`src/rtl/ps2_host_tx_pkg.sv`:
```
// Shared types and constants for the PS/2 host transmit path.
// Package name ps2_pkg is shared with the receive side of the keyboard I/O block.
package ps2_pkg;

    typedef enum logic [2:0] {
        ST_IDLE,
        ST_INHIBIT,
        ST_REQ,
        ST_XFER,
        ST_WAIT_IDLE,
        ST_DONE
    } ps2_tx_state_e;

    localparam int PS2_FRAME_FALLS = 11;

    localparam logic [7:0] PS2_CMD_SET_LEDS = 8'hED;
    localparam logic [7:0] PS2_CMD_ENABLE   = 8'hF4;
    localparam logic [7:0] PS2_CMD_RESET    = 8'hFF;

    // PS/2 frames carry odd parity: the parity bit makes the total count of ones odd.
    function automatic logic ps2_odd_parity(input logic [7:0] b);
        return ~^b;
    endfunction

endpackage

```
`src/rtl/ps2_host_tx_if.sv`:
```
// Command handshake between the system side and the PS/2 host transmitter.
interface ps2_host_tx_if;

    logic [7:0] tx_data;
    logic       tx_valid;
    logic       tx_ready;
    logic       tx_done;
    logic       tx_error;
    logic       busy;

    modport master (
        output tx_data,
        output tx_valid,
        input  tx_ready,
        input  tx_done,
        input  tx_error,
        input  busy
    );

    modport slave (
        input  tx_data,
        input  tx_valid,
        output tx_ready,
        output tx_done,
        output tx_error,
        output busy
    );

endinterface

```
`src/rtl/ps2_line_sync.sv`:
```
// Two-flop synchronizer for the raw PS/2 clock and data lines plus a registered
// falling-edge strobe on the clock; also used by the receive path.
module ps2_line_sync (
    input  logic clk,
    input  logic reset,
    input  logic ps2_clk_i,
    input  logic ps2_data_i,
    output logic clk_sync_o,
    output logic data_sync_o,
    output logic clk_fall_o
);

    logic clk_meta_q;
    logic clk_sync_q;
    logic clk_prev_q;
    logic data_meta_q;
    logic data_sync_q;
    logic fall_q;

    // Reset to the idle (pulled-up) line level so leaving reset never fakes an edge.
    always_ff @(posedge clk) begin
        if (reset) begin
            clk_meta_q  <= 1'b1;
            clk_sync_q  <= 1'b1;
            clk_prev_q  <= 1'b1;
            data_meta_q <= 1'b1;
            data_sync_q <= 1'b1;
            fall_q      <= 1'b0;
        end else begin
            clk_meta_q  <= ps2_clk_i;
            clk_sync_q  <= clk_meta_q;
            clk_prev_q  <= clk_sync_q;
            data_meta_q <= ps2_data_i;
            data_sync_q <= data_meta_q;
            fall_q      <= clk_prev_q & ~clk_sync_q;
        end
    end

    assign clk_sync_o  = clk_sync_q;
    assign data_sync_o = data_sync_q;
    assign clk_fall_o  = fall_q;

endmodule

```
`src/rtl/ps2_host_tx.sv`:
```
// PS/2 host-to-device command transmitter driving open-drain pull-low enables.
// Optional watchdog on XFER/WAIT_IDLE is enabled by defining PS2_HOST_TX_TIMEOUT_EN.
module ps2_host_tx
    import ps2_pkg::*;
#(
    parameter int INHIBIT_CYCLES = 5000,
    parameter int TIMEOUT_CYCLES = 750000
) (
    input  logic          clk,
    input  logic          reset,
    ps2_host_tx_if.slave  tx,
    input  logic          ps2_clk_in,
    input  logic          ps2_data_in,
    output logic          ps2_clk_oe,
    output logic          ps2_data_oe
);

    localparam int CNT_SPAN = (INHIBIT_CYCLES > TIMEOUT_CYCLES) ? INHIBIT_CYCLES : TIMEOUT_CYCLES;
    localparam int CNT_W    = $clog2(CNT_SPAN + 1);
    localparam logic [CNT_W-1:0] INHIBIT_LAST  = CNT_W'(INHIBIT_CYCLES - 1);
    localparam logic [3:0]       LAST_FALL_IDX = 4'(PS2_FRAME_FALLS - 1);
`ifdef PS2_HOST_TX_TIMEOUT_EN
    localparam logic [CNT_W-1:0] TIMEOUT_LIMIT = CNT_W'(TIMEOUT_CYCLES);
`endif

    ps2_tx_state_e    state_q, state_d;
    logic [CNT_W-1:0] cnt_q, cnt_d;
    logic [3:0]       bit_cnt_q, bit_cnt_d;
    logic [7:0]       data_q, data_d;
    logic             data_oe_q, data_oe_d;

    logic clk_sync;
    logic data_sync;
    logic clk_fall;
    logic accept;
    logic frame_end;
    logic nack;
    logic timeout;

    ps2_line_sync u_sync (
        .clk         (clk),
        .reset       (reset),
        .ps2_clk_i   (ps2_clk_in),
        .ps2_data_i  (ps2_data_in),
        .clk_sync_o  (clk_sync),
        .data_sync_o (data_sync),
        .clk_fall_o  (clk_fall)
    );

    assign accept    = (state_q == ST_IDLE) & tx.tx_valid;
    assign frame_end = (state_q == ST_XFER) & clk_fall & (bit_cnt_q == LAST_FALL_IDX);
    assign nack      = frame_end & data_sync;

`ifdef PS2_HOST_TX_TIMEOUT_EN
    assign timeout = ((state_q == ST_XFER) || (state_q == ST_WAIT_IDLE)) && (cnt_q >= TIMEOUT_LIMIT);
`else
    assign timeout = 1'b0;
`endif

    always_ff @(posedge clk) begin
        if (reset) begin
            state_q   <= ST_IDLE;
            cnt_q     <= '0;
            bit_cnt_q <= '0;
            data_q    <= '0;
            data_oe_q <= 1'b0;
        end else begin
            state_q   <= state_d;
            cnt_q     <= cnt_d;
            bit_cnt_q <= bit_cnt_d;
            data_q    <= data_d;
            data_oe_q <= data_oe_d;
        end
    end

    // Data enable is only updated on a synchronized falling edge or on state entry/exit,
    // so the device never sees the data line move while its clock is high.
    always_comb begin
        state_d   = state_q;
        cnt_d     = cnt_q;
        bit_cnt_d = bit_cnt_q;
        data_d    = data_q;
        data_oe_d = data_oe_q;
        unique case (state_q)
            ST_IDLE: begin
                cnt_d     = '0;
                bit_cnt_d = '0;
                data_oe_d = 1'b0;
                if (accept) begin
                    data_d  = tx.tx_data;
                    state_d = ST_INHIBIT;
                end
            end
            ST_INHIBIT: begin
                if (cnt_q == INHIBIT_LAST) begin
                    cnt_d     = '0;
                    data_oe_d = 1'b1;
                    state_d   = ST_REQ;
                end else begin
                    cnt_d = cnt_q + CNT_W'(1);
                end
            end
            ST_REQ: begin
                state_d = ST_XFER;
            end
            ST_XFER: begin
                if (clk_fall) begin
                    bit_cnt_d = bit_cnt_q + 4'd1;
                    if (bit_cnt_q < 4'd8) begin
                        data_oe_d = ~data_q[bit_cnt_q[2:0]];
                    end else if (bit_cnt_q == 4'd8) begin
                        data_oe_d = ~ps2_odd_parity(data_q);
                    end else if (bit_cnt_q == 4'd9) begin
                        data_oe_d = 1'b0;
                    end else begin
                        state_d = data_sync ? ST_IDLE : ST_WAIT_IDLE;
                    end
                end
            end
            ST_WAIT_IDLE: begin
                if (clk_sync && data_sync) begin
                    state_d = ST_DONE;
                end
            end
            ST_DONE: begin
                state_d = ST_IDLE;
            end
            default: begin
                state_d = ST_IDLE;
            end
        endcase
`ifdef PS2_HOST_TX_TIMEOUT_EN
        if ((state_q == ST_XFER) || (state_q == ST_WAIT_IDLE)) begin
            if (timeout) begin
                state_d   = ST_IDLE;
                cnt_d     = '0;
                data_oe_d = 1'b0;
            end else if (cnt_q != {CNT_W{1'b1}}) begin
                cnt_d = cnt_q + CNT_W'(1);
            end
        end
`endif
    end

    // Error is flagged in the last XFER/WAIT_IDLE cycle so ready rises only after the pulse.
    always_comb begin
        tx.tx_ready = (state_q == ST_IDLE);
        tx.busy     = (state_q != ST_IDLE);
        tx.tx_done  = (state_q == ST_DONE);
        tx.tx_error = nack | timeout;
        ps2_clk_oe  = (state_q == ST_INHIBIT) || (state_q == ST_REQ);
        ps2_data_oe = data_oe_q;
    end

endmodule

```
`src/flat_wrapper.sv`:
```
// flat-port wrapper written by rule: the top's interface ports become plain ports
module ps2_host_tx_flat import ps2_pkg::*;
#(
    parameter int INHIBIT_CYCLES = 5000,
    parameter int TIMEOUT_CYCLES = 750000
)
  (clk, reset, ps2_clk_in, ps2_data_in, ps2_clk_oe, ps2_data_oe, tx_tx_data, tx_tx_valid, tx_tx_ready, tx_tx_done, tx_tx_error, tx_busy);
  ps2_host_tx_if tx_i ();
  input  logic clk;
  input  logic reset;
  input  logic ps2_clk_in;
  input  logic ps2_data_in;
  output logic ps2_clk_oe;
  output logic ps2_data_oe;
  input wire logic [$bits(tx_i.tx_data)-1:0] tx_tx_data;
  input wire logic [$bits(tx_i.tx_valid)-1:0] tx_tx_valid;
  output wire logic [$bits(tx_i.tx_ready)-1:0] tx_tx_ready;
  output wire logic [$bits(tx_i.tx_done)-1:0] tx_tx_done;
  output wire logic [$bits(tx_i.tx_error)-1:0] tx_tx_error;
  output wire logic [$bits(tx_i.busy)-1:0] tx_busy;
  assign tx_i.tx_data = tx_tx_data;
  assign tx_i.tx_valid = tx_tx_valid;
  assign tx_tx_ready = tx_i.tx_ready;
  assign tx_tx_done = tx_i.tx_done;
  assign tx_tx_error = tx_i.tx_error;
  assign tx_busy = tx_i.busy;
  ps2_host_tx #(.INHIBIT_CYCLES(INHIBIT_CYCLES), .TIMEOUT_CYCLES(TIMEOUT_CYCLES)) u_core (.clk(clk), .reset(reset), .tx(tx_i), .ps2_clk_in(ps2_clk_in), .ps2_data_in(ps2_data_in), .ps2_clk_oe(ps2_clk_oe), .ps2_data_oe(ps2_data_oe));
endmodule
```
`config.mk`:
```
export PLATFORM = sky130hd
export DESIGN_NAME = ps2_host_tx_flat
export DESIGN_NICKNAME = d
export VERILOG_FILES = /design/src/rtl/ps2_host_tx_pkg.sv /design/src/rtl/ps2_host_tx_if.sv /design/src/rtl/ps2_line_sync.sv /design/src/rtl/ps2_host_tx.sv /design/src/flat_wrapper.sv
export SDC_FILE = /design/constraint.sdc
export NUM_CORES = 1
export LEC_CHECK = 0
export BUFFER_PORTS_ARGS = -buffer_cell sky130_fd_sc_hd__buf_4
export CAP_MARGIN = 30
export CORE_ASPECT_RATIO = 0.6
export CORE_UTILIZATION = 59
export DETAILED_ROUTE_END_ITERATION = 16
export GPL_TIMING_DRIVEN = 1
export PLACE_DENSITY = 0.77
export SLEW_MARGIN = 20
export SYNTH_ARGS = -nofsm -noshare
export SYNTH_HDL_FRONTEND = slang
export SYNTH_SLANG_ARGS = --single-unit
export TNS_END_PERCENT = 50
```
`constraint.sdc`:
```
create_clock -name clk -period 2.95 [get_ports clk]
set_input_delay 0.1475 -clock clk [delete_from_list [all_inputs] [get_ports clk]]
set_output_delay 0.1475 -clock clk [all_outputs]
set_load 0.02 [all_outputs]
```
==> run summary, run 1 <==
The tools report the relative max-transition margin as 38.9%. The number of different library cells used by synthesis comes to 54. Synthesis inferred 42 register bits. Yosys mapped a number of flops with a built-in enable equal to 0. The ratio of routed vias to standard cells works out to 5.94. The buffer depth of the longest clock path was 2; the fraction of registers with async set/reset was 0%. The worst-case clock skew is 0.00652 ns, and the data required time at the worst endpoint is 3.17 ns. The signal on the critical path passes through ha_1 -> and4b_1 -> and3_4 -> a21oi_4 -> or2b_1 -> a311oi_1. The total half-perimeter wirelength after legalization and detailed placement was 3.34 mm; the count of buffers inserted at the top-level ports was 18. The logs give 1871 for the number of vias after detailed routing and 0 for the final count of hold timing violations. The flip-flop cell with the highest count after synthesis is dfxtp_1.

The tools report the endpoint class of the critical path as a register. The number of cells on the worst reg-to-reg path is 6. For the pin with the worst max-slew slack, the measured transition is 0.913 ns.

The pin count of the biggest net entering global routing came out at 38. The die is 81.4 um wide. The global-route wire length before repair is 8.03 mm. Total number of cells along the worst setup path: 6.

The run gives 0 as the number of warnings issued by yosys. The tools report the number of buffers added to fix hold violations after cts as 0. For the final antenna-violating net count, the log shows 0. The total count of max-transition violations in the final report came out at 0. The proportion of power drawn by flip-flops and latches came out at 46.9%. The worst setup path is of the reg -> reg kind.

The post-synth net total was 274; the CTS sink count was 42. The tools report the number of gates resized after cts as 0. Clock root buffer: clkbuf_8. The H-tree was split into 2 levels. Counting I/O delays and the setup requirement, the final critical path takes 2.11 ns. The congestion estimate from routability-driven global placement came to 0.833. Detailed-router iteration count before antenna repair: 4. Max-cap violations in this run came to 0. Setup violations remaining at the end of the flow were counted as 0.

In the routed design, unresolved DRC markers number 0. For the latest clock arrival within the worst-skew pair, the log shows 0.30 ns. The run finished with clean final reports. The total internal power is 972 uW, and the buffer count from post-CTS setup fixing is 0. Row generation in the floorplan step produced 16 rows. Highest net fanout along the worst path: 22. The first routing iteration left 157 violations.

The chip height was 49.6 um; the layout-stage area growth over the synthesis result was 11.2%. Summing the sequential cell areas from Yosys gives 37.7% of the chip area. For this configuration, the core starts out at a cell density of 65.2%. The number of antenna repair diodes was 0; the cell area after synthesis was 0.00223 mm^2. In the global route stage, overall resource usage came out at 26.6%. The tools report the number of global-route vias before repair as 1666. The worst setup path is launched from a register.

For this design the ratio of total power to cell area is 508 mW/mm^2. In the finished design, the share of the clock period the worst path needs comes to 71.6%. In the final routed layout, each cell accounts on average for 14.9 um.

The tools report the total leakage power as 0.000931 uW. The floorplan step defined a die boundary enclosing 0.00404 mm^2. The core area is 0.00342 mm^2, and the combined buffer and inverter count along the critical path is 0. In this run the power spent charging and discharging nets is 288 uW. Counting instances, the worst hold path has a depth of 2. The run gives 19 as the count of boundary I/O pins. Among cell families on the critical path, the largest total delay comes from compound AO/OA/AOI/OAI gates.

Once routing completed, OpenROAD measured the worst setup slack at 0.838 ns. For flop-to-flop paths, the worst setup slack is 0.84 ns. Cells with a size suffix above 1 make up 17.4% of the layout.

Setup total negative slack on the finished layout was measured at 0 ns. The number of buffers inserted during clock tree synthesis is 5. Setup repair after global routing left no endpoint under its margin. Clock-pin slew was measured on the worst setup and hold paths at 0.09 ns. The cell at the slowest stage of the critical path was a21oi_4.

In this run switching power makes up 22.8% of total power. After the last flow step, the layout net total stands at 286. Maximum cell stage delay along the critical path: 0.46 ns. The tightest min-delay check is of the in -> reg type. Initial antenna violation count: 0.

TritonCTS built the clock tree. The mean cell area of the mapped netlist is 8.69 um^2, and the critical path data arrival time is 2.33 ns. Wires add up to 4.71 mm. IR analysis of the VDD net gives a maximum drop of 0.000317 V. Timing analysis after detailed placement gives a worst setup slack of 0.885 ns. In this run, the combinational gates consume 9.3% of the power. Summed over all layers, the global routing overflow is 0. The highest achievable clock rate was 473 MHz; the clock network fraction of design power was 43.8%. After technology mapping, the gate count stands at 257.
==> logic make-up after synthesis <==
| family | Yosys count | synth area share (%) |
|---|---|---|
| mux | 4 | 2.97 |
| flops | 42 | 37.7 |
| buf+inv | 26 | 5.77 |
| xor+xnor | 14 | 5.49 |
| fa+ha+maj | 4 | 2.24 |
| compound gates | 59 | 19.1 |
| simple gates | 108 | 26.8 |
==> power groups by stage <==
stage	clock (uW)	combinational, uW	sequential (uW)
floorplan	0	90.4	602
CTS	559	117	591
global route	587	130	593
detailed placement	0	116	604
global placement	0	115	604
finish	552	117	591
==> registers in the layout, indices dropped and copies added (netlist names) <==
name / count
u_core.bit_cnt_q: 4
u_core.cnt_q: 20
u_core.data_q: 8
u_core.ps2_data_oe: 1
u_core.state_q: 3
u_core.u_sync.clk_fall_o: 1
u_core.u_sync.clk_meta_q: 1
u_core.u_sync.clk_prev_q: 1
u_core.u_sync.clk_sync_o: 1
u_core.u_sync.data_meta_q: 1
u_core.u_sync.data_sync_o: 1
==> layout by cell type (no fill, tap or decap), types with 4 or more instances in the layout <==
cell type   n
nand2b_1    6
a21oi_1    20
ha_1        4
or2_2       5
clkbuf_8    5
dfxtp_1    42
a311oi_1    8
nand3_1    11
nor2_1     19
buf_4      18
xnor2_1     6
inv_1      13
a21o_1      4
nand2_1    32
nand4_1     6
nor3_1      4
xor2_1      8
==> area by class of cell <==
type | instances | area (um^2)
multi-input combinational | 189 | 1260
fill | 272 | 942
sequential | 42 | 841
timing repair buffer | 18 | 135
clock buffer | 5 | 68.8
clock inverter | 3 | 68.8
tap | 45 | 56.3
inverter | 13 | 48.8
==> synth_stat cells, drive strengths merged, types with 3 or more instances <==
cell	n	area share, %
a21o	4	1.3
o31a	3	1.2
nand2	32	5.4
buf	7	2.6
nand3	12	2.9
nor2	19	3.2
dfxtp	42	38
nor4b	3	1.2
or2	6	1.7
ha	4	2.2
nand4	7	2.2
nor3	6	2.4
inv	13	2.2
xor2	8	3.1
clkbuf	6	1.0
and2	3	0.84
a21oi	21	5.2
nor4	4	1.4
nand2b	6	1.7
o21ai	7	1.7
a311oi	10	4.5
xnor2	6	2.4
and3	4	1.3
==> per-layer routing <==
metal	vias to the layer above	global-route usage, %	share of wire [%]
li1	943	-	-
met4	0	9.23	1.3
met2	65	35.0	38
met3	7	6.85	8.1
met5	-	0	0
met1	856	40.8	53
==> path summary, 6_finish.rpt <==
kind / to / startpoint
max: u_core.cnt_q[8] / u_core.cnt_q[0]
min: u_core.u_sync.data_meta_q / ps2_data_in
max reg2reg: u_core.cnt_q[8] / u_core.cnt_q[0]
min reg2reg: u_core.u_sync.clk_sync_o / u_core.u_sync.clk_meta_q
==> stage by stage <==
stage	utilization, %	instance area [um^2]	total power [uW]	cells	hold slack [ns]
after floorplan	-	2230	693	257	0.251
after global placement	68.5	2340	719	307	0.334
after detailed placement	68.5	2340	720	307	0.336
after CTS	72.5	2480	1270	315	0.0152
after global routing	72.5	2480	1310	315	0.00550
final	72.5	2480	1260	315	0.0209
==> worst reg2reg max path, cell delays in order (launching register included) <==
cell and delay, ns:
dfxtp_1 0.37, ha_1 0.28, and4b_1 0.22, and3_4 0.19
a21oi_4 0.46, or2b_1 0.27, a311oi_1 0.24
Power figures use the tool's default switching activity.
==> run 2, diff against run 1 <==
--- a/config.mk
+++ b/config.mk
@@ -5,6 +5,7 @@
 export SDC_FILE = /design/constraint.sdc
 export NUM_CORES = 1
 export LEC_CHECK = 0
+export ABC_AREA = 1
 export BUFFER_PORTS_ARGS = -buffer_cell sky130_fd_sc_hd__buf_4
 export CAP_MARGIN = 30
 export CORE_ASPECT_RATIO = 0.6
==> constraint.sdc (replaced) <==
create_clock -name clk -period 2.2 [get_ports clk]
set_input_delay 0.11 -clock clk [delete_from_list [all_inputs] [get_ports clk]]
set_output_delay 0.11 -clock clk [all_outputs]
set_load 0.02 [all_outputs]
==> run summary, run 2 <==
The clock root buffer was clkbuf_8. The number of distinct standard cells referenced by the synthesized netlist is 36 (-33%). The CTS sink count was 42 (unchanged); the clock-pin slew reported for the worst setup and hold paths after clock tree synthesis was 0.08 ns (about the same). The startpoint type of the worst setup path is a register. The logs give 35.3% (-2.4 points) for the part of the Yosys area used for sequential elements and 2313 (+24%) for the number of vias after detailed routing. The run gives 0.861 (+3.3%) as the weighted congestion at the end of routability-driven global placement. For this run, the leading register cell type out of synthesis is dfxtp_1. The worst register-to-register path ends at u_core.cnt_q[10].

For the final count of hold timing violations, the log shows 0 (unchanged). The number of cells traversed by the worst register-to-register path works out to 10 (+4). The flow ran to the end, but the final reports show violations.

Ranked by flip-flop count, first place goes to u_core.cnt_q. The chip height works out to 51.2 um (+3.2%). The run gives 0.000586 V (+85%) as the worst ir drop on vdd. The critical path goes through ha_1 -> nand2_1 -> inv_1 -> nand2_1 -> nor2_1 -> nand3_1 -> nand2_2 -> nand2_1 -> nand2_2 -> nor3_1. dfxtp_1 takes more of the synthesized area than any other cell. In the post-synthesis netlist, the biggest area contributors are dfxtp_1 (35%), nand2_1 (15%), nor2_1 (6.0%).

The run gives 0 (unchanged) as the number of antenna repair diodes. The worst setup path is of the reg -> reg kind. For the area enclosed by the die boundary, the log shows 0.00431 mm^2 (+6.6%). The share of final-layout standard cells stronger than drive strength 1 was 16.8% (-0.57 points). Leaving out fill and tap cells, the most frequent cells in the layout are nand2_1 (95), dfxtp_1 (42), nor2_1 (38). For the H-tree level count, the log shows 2 (unchanged). The tools report the latest clock arrival within the worst-skew pair as 0.31 ns (about the same).

The highest net fanout along the worst path was 9 (-59%); the remaining routing DRC violations was 4 (+4). Number of inserted filler cells in the final layout: 327 (+20%). The synthesized instance count came out at 357 (+39%). The run gives 203 (+29%) as the violation count after the first detailed-route iteration. The tools report the total count of max-transition violations in the final report as 0 (unchanged).

The mean cell area of the mapped netlist was 6.68 um^2 (-23%); the pin count of the biggest net entering global routing was 18 (-53%). The combined buffer and inverter count along the critical path came out at 1 (+1). The number of instances on the worst hold path was 3 (+1). The worst hold path belongs to the class in -> reg.

The final period utilization works out to 82.4% (+11 points). The detailed-router iteration count before antenna repair was 11 (+7); the total leakage power was 0.00114 uW (+22%). Highest achievable clock rate: 552 MHz (+17%).

For this design, the slowest cell found on the critical path is dfxtp_1. The logs give 0 (unchanged) for the aggregate global routing overflow and 396 (+38%) for the net count of the finished layout. The buffer depth of the longest clock path is 2 (unchanged), and the number of global-route vias before repair is 1981 (+19%). The commonest cells after synthesis are nand2_1 (95), dfxtp_1 (42), nor2_1 (38). The reg-to-reg setup timing slack is 0.39 ns (-0.45 ns). The worst register-to-register path begins at u_core.cnt_q[0].

The tools report the final antenna-violating net count as 0 (unchanged). The final reports fail on design-rule violations. In this design, the largest share of critical-path delay is due to simple AND/OR/NAND/NOR gates. For the final wirelength, the log shows 5.60 mm (+19%). For the relative max-transition margin, the log shows 65.1% (+26 points). The most frequent cell on the critical path is nand2_1.

The commonest non-fill, non-tap cell in the layout was nand2_1. The pin slew with the least headroom to its limit was 0.523 ns (-0.390 ns). The core area is 0.00376 mm^2 (+10%), and the fraction of registers with async set/reset is 0% (unchanged). Shortest clock period the worst path allows after layout: 1.81 ns (-0.299 ns). The data required time at the worst endpoint was 2.39 ns (-0.78 ns). The initial antenna violation count came out at 0 (unchanged). STA classifies the critical path endpoint as a register. The starting density of the core is 63.3% (-1.9 points). The routed wire length per instance was 13.1 um (-12%); the global-route wire length before repair was 9.35 mm (+16%). The number of setup violations in the final report is 0 (unchanged). Fraction of synthesized cell area taken by the top area cell type: 35.3% (-2.4 points). For the total global routing track utilization, the log shows 28.5% (+1.8 points).

For the cell area after synthesis, the log shows 0.00238 mm^2 (+6.8%). The tools report the number of buffers inserted during clock tree synthesis as 5 (unchanged). TritonCTS built the clock tree. The tools report the critical path data arrival time as 2.00 ns (-0.33 ns). The endpoint of the worst hold-timing path is u_core.data_q[5]. For the total half-perimeter wirelength after legalization and detailed placement, the log shows 4.10 mm (+23%). The logs give 17 (+1) for the placement row count and 2800 uW (+120%) for the overall power after layout. The count of buffers inserted at the top-level ports was 18 (unchanged); the layout-stage area growth over the synthesis result was 12.0%. In this run the most critical hold path is launched from tx_tx_data[5]. The final instance area was 0.00267 mm^2 (+7.6%). The count of flip-flops with a built-in enable after synthesis came out at 0 (unchanged).

The run gives 0.00255 mm^2 (+9.0%) as the post-placement cell area. Ratio of routed vias to standard cells: 5.42 (-8.8%). The largest registers in the layout are u_core.cnt_q: 20 flops, u_core.data_q: 8 flops, u_core.bit_cnt_q: 4 flops. The worst-case clock skew was 0.00829 ns (+0.00177 ns); the post-synthesis sequential element count was 42 (unchanged).

Total power density per cell area: 1050 mW/mm^2 (+110%). The final-layout setup total negative slack is 0 ns (unchanged). The buffer count from post-CTS setup fixing was 0 (unchanged); the max capacitance violation total was 0 (unchanged). Library cell with the highest instance count after synthesis: nand2_1.

The flip-flop count of the largest register after layout was 20 (unchanged); the count of boundary I/O pins was 19 (unchanged). The maximum cell stage delay along the critical path was 0.40 ns (-0.06 ns). Die width: 84.1 um (+3.3%). For the post-synth net total, the log shows 374 (+36%). Setup repair after global routing left no endpoint under its margin.

The number of warnings issued by yosys came out at 0 (unchanged).
run 2: cell types whose count changed after synthesis, moves of 6 or more:
| cell | previous run | this run |
|---|---|---|
| inv_2 | 0 | 9 |
| inv_1 | 13 | 37 |
| nor2_1 | 19 | 38 |
| a21oi_1 | 20 | 28 |
| nand2b_1 | 6 | 0 |
| o21ai_0 | 3 | 16 |
| a311oi_1 | 8 | 0 |
| nand3_1 | 11 | 23 |
| nand2_1 | 32 | 95 |
run 2: stage by stage:
stage | utilization (%) | instances | hold slack [ns] | setup slack [ns]
finish | 70.9 | 427 | 0.0818 | 0.387
CTS | 70.9 | 427 | 0.0794 | 0.436
detailed placement | 67.9 | 417 | 0.296 | 0.465
floorplan | - | 357 | 0.188 | 0.683
global route | 70.9 | 427 | 0.106 | 0.248
global placement | 67.9 | 417 | 0.295 | 0.443
run 2: what timing repair did:
action / in CTS / in global routing
hold endpoints to repair: 2 / 0
gates resized for setup: 0 / 0
hold buffers: 2 / 0
setup endpoints to repair: 0 / 0
run 2: worst max path at each step:
| stage | from | end | slack (ns) | depth (start not counted) |
|---|---|---|---|---|
| 5_1_grt | u_core.cnt_q[0] | u_core.cnt_q[10] | 0.25 | 10 |
| 6_report | u_core.cnt_q[0] | u_core.cnt_q[10] | 0.39 | 10 |
| 2_1_floorplan | u_core.bit_cnt_q[1] | u_core.state_q[2] | 0.68 | 12 |
| 3_3_place_gp | u_core.bit_cnt_q[1] | u_core.state_q[0] | 0.44 | 10 |
| 4_1_cts | u_core.bit_cnt_q[1] | u_core.state_q[2] | 0.44 | 12 |
| 3_5_place_dp | u_core.bit_cnt_q[1] | u_core.state_q[2] | 0.46 | 12 |
run 2: metal layers:
layer / up-vias / global-route usage [%] / share of wire [%]
met1: 1024 / 44.6 / 53
met4: 0 / 9.48 / 0.98
met2: 96 / 37.8 / 37
li1: 1186 / - / -
met3: 7 / 5.49 / 8.8
met5: - / 0 / 0
run 2: cell type report:
cell class	instances	area, um^2	area share, %
clock buffer	6	82.6	3.09
multi-input combinational	263	1340	50.2
inverter	47	179	6.70
tap	47	58.8	2.20
timing repair buffer	20	155	5.81
clock inverter	2	12.5	0.469
sequential	42	841	31.5
run 2: power by group:
group	leakage (uW)	total (uW)	internal (uW)	switching [uW]
clock network	0.0000472	535	252	283
logic	0.000748	1240	392	845
registers	0.000342	1020	870	154
total	0.00114	2800	1510	1280
run 2: worst reg2reg max path, stage by stage, from the launching register on:
cell	delay, ns
dfxtp_1	0.40
ha_1	0.28
nand2_1	0.13
inv_1	0.09
nand2_1	0.05
nor2_1	0.10
nand3_1	0.09
nand2_2	0.14
nand2_1	0.12
nand2_2	0.20
nor3_1	0.10
run 2: cells by family after synthesis:
group | Yosys count | share of synthesized area [%]
compound gates | 55 | 12.4
xor+xnor | 6 | 2.20
fa+ha+maj | 4 | 2.10
buf+inv | 52 | 8.45
flops | 42 | 35.3
simple gates | 198 | 39.6
